### config.mk
export PLATFORM = sky130hd
export DESIGN_NAME = mem_access_ctrl
export DESIGN_NICKNAME = d
export VERILOG_FILES = /design/src/rtl/mem_ctrl_pkg.sv /design/src/rtl/mem_req_fifo.sv /design/src/rtl/mem_access_ctrl.sv
export SDC_FILE = /design/constraint.sdc
export NUM_CORES = 1
export LEC_CHECK = 0
export ABC_AREA = 1
export CAP_MARGIN = 20
export CORE_UTILIZATION = 40
export DETAILED_ROUTE_END_ITERATION = 10
export GPL_TIMING_DRIVEN = 0
export HOLD_SLACK_MARGIN = 0.02
export PLACE_DENSITY = 0.74
export SLEW_MARGIN = 10
export SYNTH_ARGS = -nofsm -noshare
export SYNTH_HDL_FRONTEND = slang
export SYNTH_HIERARCHICAL = 1
export SYNTH_SLANG_ARGS = --single-unit
### constraint.sdc
create_clock -name clk -period 2.3 [get_ports clk]
set_clock_uncertainty 0.2 [all_clocks]
set_input_delay 0.345 -clock clk [delete_from_list [all_inputs] [get_ports clk]]
set_output_delay 0.345 -clock clk [all_outputs]
set_load 0.01 [all_outputs]
### src/rtl/mem_ctrl_pkg.sv
// Shared definitions for the memory access controller: default widths,
// controller state encoding and the request word layout.
package mem_ctrl_pkg;

  localparam int ADDR_W_DEF = 5;
  localparam int DATA_W_DEF = 8;

  typedef enum logic [1:0] {
    ST_IDLE   = 2'd0,
    ST_ACCESS = 2'd1,
    ST_RESP   = 2'd2,
    ST_VERIFY = 2'd3
  } state_t;

  // Request word as stored in the FIFO, MSB first: {write, adr, data}.
  typedef struct packed {
    logic                  write;
    logic [ADDR_W_DEF-1:0] adr;
    logic [DATA_W_DEF-1:0] data;
  } req_t;

  function automatic int req_width(input int addr_w, input int data_w);
    return 1 + addr_w + data_w;
  endfunction

endpackage

### src/rtl/mem_req_fifo.sv
// Synchronous request FIFO. DEPTH must be a power of two so the
// pointers wrap naturally; a push while full is dropped even if a pop
// happens in the same cycle.
module mem_req_fifo #(
  parameter int WIDTH = 14,
  parameter int DEPTH = 2,
  localparam int PTR_W = (DEPTH > 1) ? $clog2(DEPTH) : 1,
  localparam int CNT_W = $clog2(DEPTH) + 1
) (
  input  logic             clk,
  input  logic             rst,
  input  logic             push,
  input  logic             pop,
  input  logic [WIDTH-1:0] din,
  output logic [WIDTH-1:0] dout,
  output logic             full,
  output logic             empty,
  output logic [CNT_W-1:0] count
);

  logic [WIDTH-1:0] storage [DEPTH];
  logic [PTR_W-1:0] wr_ptr;
  logic [PTR_W-1:0] rd_ptr;
  logic             do_push;
  logic             do_pop;

  assign full    = (count == CNT_W'(DEPTH));
  assign empty   = (count == '0);
  assign do_push = push && !full;
  assign do_pop  = pop && !empty;
  assign dout    = storage[rd_ptr];

  // Entry storage; contents need no reset since count gates every read.
  always_ff @(posedge clk) begin
    if (do_push) storage[wr_ptr] <= din;
  end

  // Pointer and occupancy bookkeeping.
  always_ff @(posedge clk) begin
    if (rst) begin
      wr_ptr <= '0;
      rd_ptr <= '0;
      count  <= '0;
    end else begin
      if (do_push) wr_ptr <= wr_ptr + 1'b1;
      if (do_pop)  rd_ptr <= rd_ptr + 1'b1;
      case ({do_push, do_pop})
        2'b10:   count <= count + 1'b1;
        2'b01:   count <= count - 1'b1;
        default: count <= count;
      endcase
    end
  end

endmodule

### src/rtl/mem_access_ctrl.sv
// Requester-side controller for the 32x8 single-port memory.
// Optional build macro: MEM_WR_VERIFY_EN adds a read-back check after
// every write and reports a mismatch on rsp_err.
//
//  state  | meaning
//  IDLE   | waiting for a queued request; pops and drives the bus when one exists
//  ACCESS | one-cycle bus access (write commits / read data sampled at closing edge)
//  VERIFY | write read-back cycle, only with MEM_WR_VERIFY_EN
//  RESP   | response held on rsp_* until the consumer takes it
module mem_access_ctrl
  import mem_ctrl_pkg::*;
#(
  parameter int ADDR_W = ADDR_W_DEF,
  parameter int DATA_W = DATA_W_DEF,
  parameter int DEPTH  = 2
) (
  input  logic              clk,
  input  logic              rst,
  input  logic              req_valid,
  output logic              req_ready,
  input  logic              req_write,
  input  logic [ADDR_W-1:0] req_adr,
  input  logic [DATA_W-1:0] req_data,
  output logic              rsp_valid,
  input  logic              rsp_ready,
  output logic              rsp_write,
  output logic [DATA_W-1:0] rsp_data,
  output logic              rsp_err,
  output logic [ADDR_W-1:0] mem_adr,
  output logic [DATA_W-1:0] mem_data,
  output logic              mem_wen,
  output logic              mem_read,
  input  logic [DATA_W-1:0] mem_rdata
);

  localparam int REQ_W = req_width(ADDR_W, DATA_W);
  localparam int CNT_W = $clog2(DEPTH) + 1;

  state_t            state, state_nxt;
  logic              fifo_push, fifo_pop, fifo_full, fifo_empty;
  logic [REQ_W-1:0]  fifo_din, fifo_dout;
  // Occupancy is not needed by the FSM; kept wired for debug visibility.
  logic [CNT_W-1:0]  unused_fifo_count;

  logic              head_write;
  logic [ADDR_W-1:0] head_adr;
  logic [DATA_W-1:0] head_data;

  logic [ADDR_W-1:0] mem_adr_nxt;
  logic [DATA_W-1:0] mem_data_nxt;
  logic              mem_wen_nxt, mem_read_nxt;
  logic              rsp_valid_nxt, rsp_write_nxt;
  logic [DATA_W-1:0] rsp_data_nxt;

  assign req_ready = !fifo_full;
  assign fifo_push = req_valid && req_ready;
  assign fifo_din  = {req_write, req_adr, req_data};
  assign {head_write, head_adr, head_data} = fifo_dout;

  mem_req_fifo #(
    .WIDTH (REQ_W),
    .DEPTH (DEPTH)
  ) u_fifo (
    .clk   (clk),
    .rst   (rst),
    .push  (fifo_push),
    .pop   (fifo_pop),
    .din   (fifo_din),
    .dout  (fifo_dout),
    .full  (fifo_full),
    .empty (fifo_empty),
    .count (unused_fifo_count)
  );

`ifdef MEM_WR_VERIFY_EN
  logic rsp_err_q, rsp_err_nxt;
  assign rsp_err = rsp_err_q;

  // Error flag register; only meaningful on write acks after read-back.
  always_ff @(posedge clk) begin
    if (rst) rsp_err_q <= 1'b0;
    else     rsp_err_q <= rsp_err_nxt;
  end
`else
  assign rsp_err = 1'b0;
`endif

  // Next-state and next-value logic for all registered outputs.
  always_comb begin
    state_nxt     = state;
    fifo_pop      = 1'b0;
    mem_adr_nxt   = mem_adr;
    mem_data_nxt  = mem_data;
    mem_wen_nxt   = 1'b0;
    mem_read_nxt  = 1'b0;
    rsp_valid_nxt = rsp_valid;
    rsp_write_nxt = rsp_write;
    rsp_data_nxt  = rsp_data;
`ifdef MEM_WR_VERIFY_EN
    rsp_err_nxt   = rsp_err_q;
`endif
    case (state)
      ST_IDLE: begin
        if (!fifo_empty) begin
          fifo_pop     = 1'b1;
          mem_adr_nxt  = head_adr;
          mem_data_nxt = head_data;
          mem_wen_nxt  = head_write;
          mem_read_nxt = !head_write;
          state_nxt    = ST_ACCESS;
        end
      end
      ST_ACCESS: begin
        // mem_wen is still high during ACCESS, so it tells a write from a read.
        if (mem_wen) begin
`ifdef MEM_WR_VERIFY_EN
          mem_read_nxt  = 1'b1;
          state_nxt     = ST_VERIFY;
`else
          rsp_valid_nxt = 1'b1;
          rsp_write_nxt = 1'b1;
          rsp_data_nxt  = mem_data;
          state_nxt     = ST_RESP;
`endif
        end else begin
          rsp_valid_nxt = 1'b1;
          rsp_write_nxt = 1'b0;
          rsp_data_nxt  = mem_rdata;
`ifdef MEM_WR_VERIFY_EN
          rsp_err_nxt   = 1'b0;
`endif
          state_nxt     = ST_RESP;
        end
      end
`ifdef MEM_WR_VERIFY_EN
      ST_VERIFY: begin
        rsp_valid_nxt = 1'b1;
        rsp_write_nxt = 1'b1;
        rsp_data_nxt  = mem_rdata;
        rsp_err_nxt   = (mem_rdata != mem_data);
        state_nxt     = ST_RESP;
      end
`endif
      ST_RESP: begin
        if (rsp_ready) begin
          rsp_valid_nxt = 1'b0;
          state_nxt     = ST_IDLE;
        end
      end
      default: state_nxt = ST_IDLE;
    endcase
  end

  // State, bus and response registers.
  always_ff @(posedge clk) begin
    if (rst) begin
      state     <= ST_IDLE;
      mem_adr   <= '0;
      mem_data  <= '0;
      mem_wen   <= 1'b0;
      mem_read  <= 1'b0;
      rsp_valid <= 1'b0;
      rsp_write <= 1'b0;
      rsp_data  <= '0;
    end else begin
      state     <= state_nxt;
      mem_adr   <= mem_adr_nxt;
      mem_data  <= mem_data_nxt;
      mem_wen   <= mem_wen_nxt;
      mem_read  <= mem_read_nxt;
      rsp_valid <= rsp_valid_nxt;
      rsp_write <= rsp_write_nxt;
      rsp_data  <= rsp_data_nxt;
    end
  end

endmodule

# Yosys cells after proc, flatten, opt, wreduce, memory -nomap -nowiden
# Memories as Yosys holds them, arrays and structs flattened. A register that Yosys moved wholly into a read port is not among the register bits.
# Cells that the tools add are included.
# op_classes
addsub	4
n_eq_ne	7
mux	14
bitwise_logic	2
reduce_logical	14
# op_table
op	n
2-to-1 mux 1 bit	8
2-to-1 mux 8 bit	1
equality test 2 bit (second input constant)	3
case mux 2 bit (3 select lines)	1
AND reduction 2 bit	3
equality test 2 x 1 -> 1 bit (second input constant)	2
zero test 2 bit	2
2-to-1 mux 2 bit	2
inequality test 2 bit (second input constant)	2
case mux 2 bit (2 select lines)	1
nonzero test 2 bit	2
logical AND 1 bit	3
zero test 1 bit	3
OR reduction 3 bit	1
adder 1 bit (second input constant)	2
adder 2 x 1 -> 2 bit (second input constant)	1
NOT 1 bit	2
case mux 1 bit (2 select lines)	1
subtractor 2 x 1 -> 2 bit (second input constant)	1
# totals
reg_bits	31
ram_bits	28
in_bits	26
wordCells	53
n_memories	1
# memory_table
name	words	word_bits	read_ports	rd_ports_with_merged_regs	write_ports	line	source
u_fifo.storage	2	14	1	1	1	mem_req_fifo.sv:21	logic [WIDTH-1:0] storage [DEPTH];

# Logic depth before layout (Yosys ltp)
# depth
word_depth	6
depth_mapped	12

# Cells and area by module
# Netlist, hierarchy kept.
# by_module_without_submodules
mod	n_inst	cells_each	area_each_um2	seq_area_each_um2
mem_req_fifo	1	83	1317.5	940.9
mem_access_ctrl	1	199	1253.7	540.5

# Worst setup path after synthesis
# Ideal clock, no wire load.
# synth_path
path_kind	register -> register
startpoint	register u_fifo.count[0]
endpoint	memory u_fifo.storage[0][0], enable pin
arrival_time_ns	1.418
path_slack_ns	0.298
path_stages_with_launch	7
period_less_slack_ns	2.002
path_cell_list	dfxtp_1 > nor2_4 > nor2_1 > inv_1 > nor2_4 > inv_2 > nor2_1
# synth_between
elab_chain_cells	6
# synth_rtl
item	line	source
start, declared	mem_req_fifo.sv:18	output logic [CNT_W-1:0] count
start signal, assigned	mem_req_fifo.sv:48	2'b10: count <= count + 1'b1;
start signal, assigned	mem_req_fifo.sv:49	2'b01: count <= count - 1'b1;
start signal, assigned	mem_req_fifo.sv:50	default: count <= count;
equality test 2 bit	mem_req_fifo.sv:27	assign full = (count == CNT_W'(DEPTH));
via fifo_full	mem_access_ctrl.sv:40	logic fifo_push, fifo_pop, fifo_full, fifo_empty;
zero test 1 bit	mem_access_ctrl.sv:55	assign req_ready = !fifo_full;
logical AND 1 bit	mem_access_ctrl.sv:56	assign fifo_push = req_valid && req_ready;
via fifo_push	mem_access_ctrl.sv:40	
logical AND 1 bit	mem_req_fifo.sv:29	assign do_push = push && !full;
2-to-1 mux 1 bit	mem_req_fifo.sv:35	if (do_push) storage[wr_ptr] <= din;
2-to-1 mux 1 bit (implied by the code)	mem_req_fifo.sv:35	
end, declared	mem_req_fifo.sv:21	
# The timed path passes the listed nets, and every way through them passes these cells.

# Worst setup path in the final report
# layout_path
startpoint	register u_fifo.count[0]
endpoint	register u_fifo.count[1]
# layout_between
elab_chain_cells	6
word_cells_on_any_way	15
# layout_rtl
item	line	source
zero test 2 bit *	mem_req_fifo.sv:28	assign empty = (count == '0);
via fifo_empty	mem_access_ctrl.sv:40	
2-to-1 mux 1 bit *	mem_access_ctrl.sv:104	if (!fifo_empty) begin
2-to-1 mux 1 bit *	mem_access_ctrl.sv:102	case (state)
via fifo_pop	mem_access_ctrl.sv:40	
logical AND 1 bit *	mem_req_fifo.sv:30	assign do_pop = pop && !empty;
via u_fifo.do_pop	mem_req_fifo.sv:25	logic do_pop;
equality test 2 x 1 -> 1 bit or equality test 2 bit (tied branches)	mem_req_fifo.sv:47	case ({do_push, do_pop})
case mux 2 bit (2 select lines) or nonzero test 2 bit (tied branches)	--	
# Mark *: on every way through the listed nets, which the timed path passes. The rest lies on a longest branch.
# A chain may end at the register's enable or synchronous reset.

==> out/qor.tcl <==
set qor(hold-path-cell-count) 2
set qor(design.core.area_mm2) 0.00606
set qor(vias_per_cell) 4.41
set qor(place.detailed.hpwl_um) 3370
set qor(gpl.final_weighted_congestion) 0.757
set qor(die_area_mm2) 0.00675
set qor(drive_gt1_frac) 0.132
set qor(critPathLaunchType) {flop}
set qor(detailroute.via_count) 1869
set qor(max_cap_violations) 0
set qor(post_synth_num_cell_types) 23
set qor(critical_path_maximum_fanout) 9
set qor(yosysSeqAreaShare) 0.576
set qor(synth_top_area_frac) 0.327
set qor(ys_warn_count) 6
set qor(syn_nets) 309
set qor(dr.pass1.iters) 4
set qor(synthFlopType) {sky130_fd_sc_hd__dfxtp_1}
set qor(antenna_violations_before_repair) 0
set qor(tritoncts.num_buffers) 9
set qor(timing.rr.end) {u_fifo/count[1]}
set qor(setup_viol_count_final) 0
set qor(ir_worst_vdd_mv) 0.585
set qor(asyncSetResetFlopFracSynth) 0
set qor(crit_path_top_delay_cell) {sky130_fd_sc_hd__dfxtp_1}
set qor(ys_top_cells_by_area) {sky130_fd_sc_hd__edfxtp_1, sky130_fd_sc_hd__dfxtp_1, sky130_fd_sc_hd__nand2_1}
set qor(rr_worst_depth) 12
set qor(holdWs_ps) 282
set qor(place_worst_setup_slack_ps) -360
set qor(fmax_mhz) 481
set qor(fp.dieW_um) 82.2
set qor(hold_viol) 0
set qor(delay_of_the_slowest_cell_on_the_worst_path_ps) 380
set qor(power.static_leakage_uw) 0.00152
set qor(holdPathEnd) {mem_adr[1]}
set qor(area.growth.synth_to_final_pct) 32.0
set qor(finalMaxSlewViolations) 0
set qor(cell_area_after_layout_mm2) 0.00339
set qor(vias_in_the_first_global_route) 1733
set qor(synth_top_cell_by_area) {sky130_fd_sc_hd__edfxtp_1}
set qor(maxSlewHeadroom) 0.552
set qor(max_slew.worst_pin.slew_ps) 671
set qor(crit-reg2reg-launch) {u_fifo/count[0]}
set qor(h-tree-depth) 3
set qor(routed_wirelength_um) 4670
set qor(post_cts.repair.setup_buffers) 0
set qor(num_antenna_cells) 0
set qor(synth-edff-count) 28
set qor(critPathCaptureType) {flop}
set qor(grt_max_degree) 15
set qor(run_status) {finished clean}
set qor(insertion_delay_ps) 320
set qor(floorplan.initialDensity) 0.424
set qor(cts.reportedPaths.clkPinSlew_ps) 70
set qor(cp.arrival_ps) 2150
set qor(launch_instance_of_the_worst_min_delay_path) {mem_adr[1]}
set qor(tritoncts) {done}
set qor(overflow) 0
set qor(synth.top_cells.by_count) {sky130_fd_sc_hd__nand2_1, sky130_fd_sc_hd__nor2_1, sky130_fd_sc_hd__inv_1, sky130_fd_sc_hd__dfxtp_1, sky130_fd_sc_hd__edfxtp_1}
set qor(p_per_area_mw_per_mm2) 1260
set qor(grt_pass1_wl_um) 7720
set qor(avgRoutedWirePerCell_um) 11.0
set qor(top_level_ports) 53
set qor(route.antenna.remaining_nets) 0
set qor(die_h_um) 82.2
set qor(post_route_drc) 0
set qor(place_area_mm2) 0.00318
set qor(final_core_utilization) 0.560
set qor(grt_setup_unrepaired) {no}
set qor(worst_reg_to_reg_setup_slack_ps) 220
set qor(post_cts.resized_instances) 1
set qor(port-buffer-count) 51
set qor(cts_hold_buffers) 0
set qor(synth_area_per_cell_um2) 9.12
set qor(synth_cells) 282
set qor(critical_path_buffers_and_inverters) 4
set qor(ys_ff_latch) 60
set qor(timing.critical_path.max_delay_family) {simple AND/OR/NAND/NOR gates}
set qor(final_net_count) 371
set qor(rows) 28
set qor(path_cells) {nor2_2 > clkinv_1 > nand2_1 > inv_1 > inv_1 > nor2_4 > ha_1 > inv_1 > nand2_1 > nor2_1 > nor2_1 > nor2_1}
set qor(post-route-worst-setup-slack_ps) 219
set qor(groute.usage.overall) 0.155
set qor(synthMostInstantiatedCell) {sky130_fd_sc_hd__nand2_1}
set qor(crit_required_ps) 2370
set qor(final_min_period_over_clock_period) 0.905
set qor(syn-cell-area_mm2) 0.00257
set qor(fin_crit_ps) 2080
set qor(timing_worst_setup_path_type) {flop to flop}
set qor(clock_tree.root_cell) {sky130_fd_sc_hd__clkbuf_8}
set qor(tritoncts_num_sinks) 60
set qor(holdCritPathClass) {flop to flop}
set qor(initialDrtViolationCount) 47
set qor(buffer_levels_on_the_longest_clock_path) 2
sequential cells by signal, indices dropped and copies added, names as in the netlist, named ones only:
signal          count
rsp_write           1
u_fifo/count        2
state               2
rsp_data            8
mem_wen             1
u_fifo/rd_ptr       1
mem_data            8
u_fifo/wr_ptr       1
u_fifo/storage     28
mem_adr             5
mem_read            1
rsp_valid           1
per-layer routing:
metal / share of wire / GRT usage / vias to the layer above
met3: 0.047 / 0.0495 / 3
met1: 0.46 / 0.193 / 822
met4: 0.0041 / 0.0579 / 0
met5: 0 / 0 / -
li1: - / - / 1003
met2: 0.49 / 0.250 / 41
worst reg2reg max path, cell delays in order, from the launching register on:
cell and delay, ps:
sky130_fd_sc_hd__dfxtp_1 380, sky130_fd_sc_hd__nor2_2 180, sky130_fd_sc_hd__clkinv_1 240, sky130_fd_sc_hd__nand2_1 190, sky130_fd_sc_hd__inv_1 50, sky130_fd_sc_hd__inv_1 90
sky130_fd_sc_hd__nor2_4 50, sky130_fd_sc_hd__ha_1 300, sky130_fd_sc_hd__inv_1 80, sky130_fd_sc_hd__nand2_1 50, sky130_fd_sc_hd__nor2_1 80, sky130_fd_sc_hd__nor2_1 40
sky130_fd_sc_hd__nor2_1 90
final cells by class:
class                      count  area (um2)
fill                         576        2670
multi-input combinational    166         860
clock buffer                   9         124
inverter                      47         176
clock inverter                 7        91.3
sequential                    60        1480
tap                           75        93.8
timing repair buffer          51         510
buffer                         9        56.3
layout by cell type, fill, tap and decap left out, types with 2 or more instances in the layout:
cell type / synthesis / routed
sky130_fd_sc_hd__nand2_1: 64 / 64
sky130_fd_sc_hd__clkdlybuf4s50_1: 0 / 51
sky130_fd_sc_hd__inv_1: 44 / 44
sky130_fd_sc_hd__nor2_1: 45 / 44
sky130_fd_sc_hd__dfxtp_1: 32 / 32
sky130_fd_sc_hd__edfxtp_1: 28 / 28
sky130_fd_sc_hd__a21oi_1: 15 / 15
sky130_fd_sc_hd__nand3_1: 14 / 14
sky130_fd_sc_hd__mux2_4: 10 / 10
sky130_fd_sc_hd__clkbuf_8: 0 / 9
sky130_fd_sc_hd__nor2_4: 4 / 4
sky130_fd_sc_hd__mux2_2: 4 / 4
sky130_fd_sc_hd__buf_2: 3 / 3
sky130_fd_sc_hd__nor2_2: 2 / 3
sky130_fd_sc_hd__buf_4: 3 / 3
sky130_fd_sc_hd__clkinv_2: 0 / 3
sky130_fd_sc_hd__clkbuf_1: 2 / 2
sky130_fd_sc_hd__nor3_1: 2 / 2
sky130_fd_sc_hd__o21ai_0: 2 / 2
sky130_fd_sc_hd__bufinv_16: 0 / 2
sky130_fd_sc_hd__inv_2: 2 / 2
through the flow:
stage / total power [uW] / TNS (ps) / std cells
6_report: 4280 / 0 / 424
5_1_grt: 4610 / 0 / 424
4_1_cts: 4330 / 0 / 424
3_5_place_dp: 3310 / -5040 / 408
3_3_place_gp: 3260 / -4220 / 408
2_1_floorplan: 2740 / 0 / 282
report_power, final:
group | internal [uW] | switching, uW | total, uW
clock network | 605 | 403 | 1010
logic | 792 | 863 | 1660
registers | 1440 | 176 | 1610
total | 2840 | 1440 | 4280
how the worst max path moves through the flow:
stage,endpoint,cells after the start,slack [ps],start
finish,u_fifo/count[1],12,220,u_fifo/count[0]
global route,u_fifo/count[1],12,50,u_fifo/count[0]
CTS,u_fifo/count[1],12,210,u_fifo/count[0]
detailed placement,u_fifo/storage[0][12],7,-360,req_valid
global placement,u_fifo/storage[0][8],7,-300,req_valid
floorplan,u_fifo/storage[0][0],6,300,u_fifo/count[0]
cell families after synthesis:
kind of cell | Yosys count | synth area share
DFF | 60 | 0.576
and+or+nand+nor | 133 | 0.218
other | 1 | 0.00146
buffers and inverters | 56 | 0.0905
AOI/OAI and AO/OA | 17 | 0.0331
adders and majority gates | 1 | 0.00487
muxes | 14 | 0.0759
Note: power is estimated with default switching activity, not from simulation.
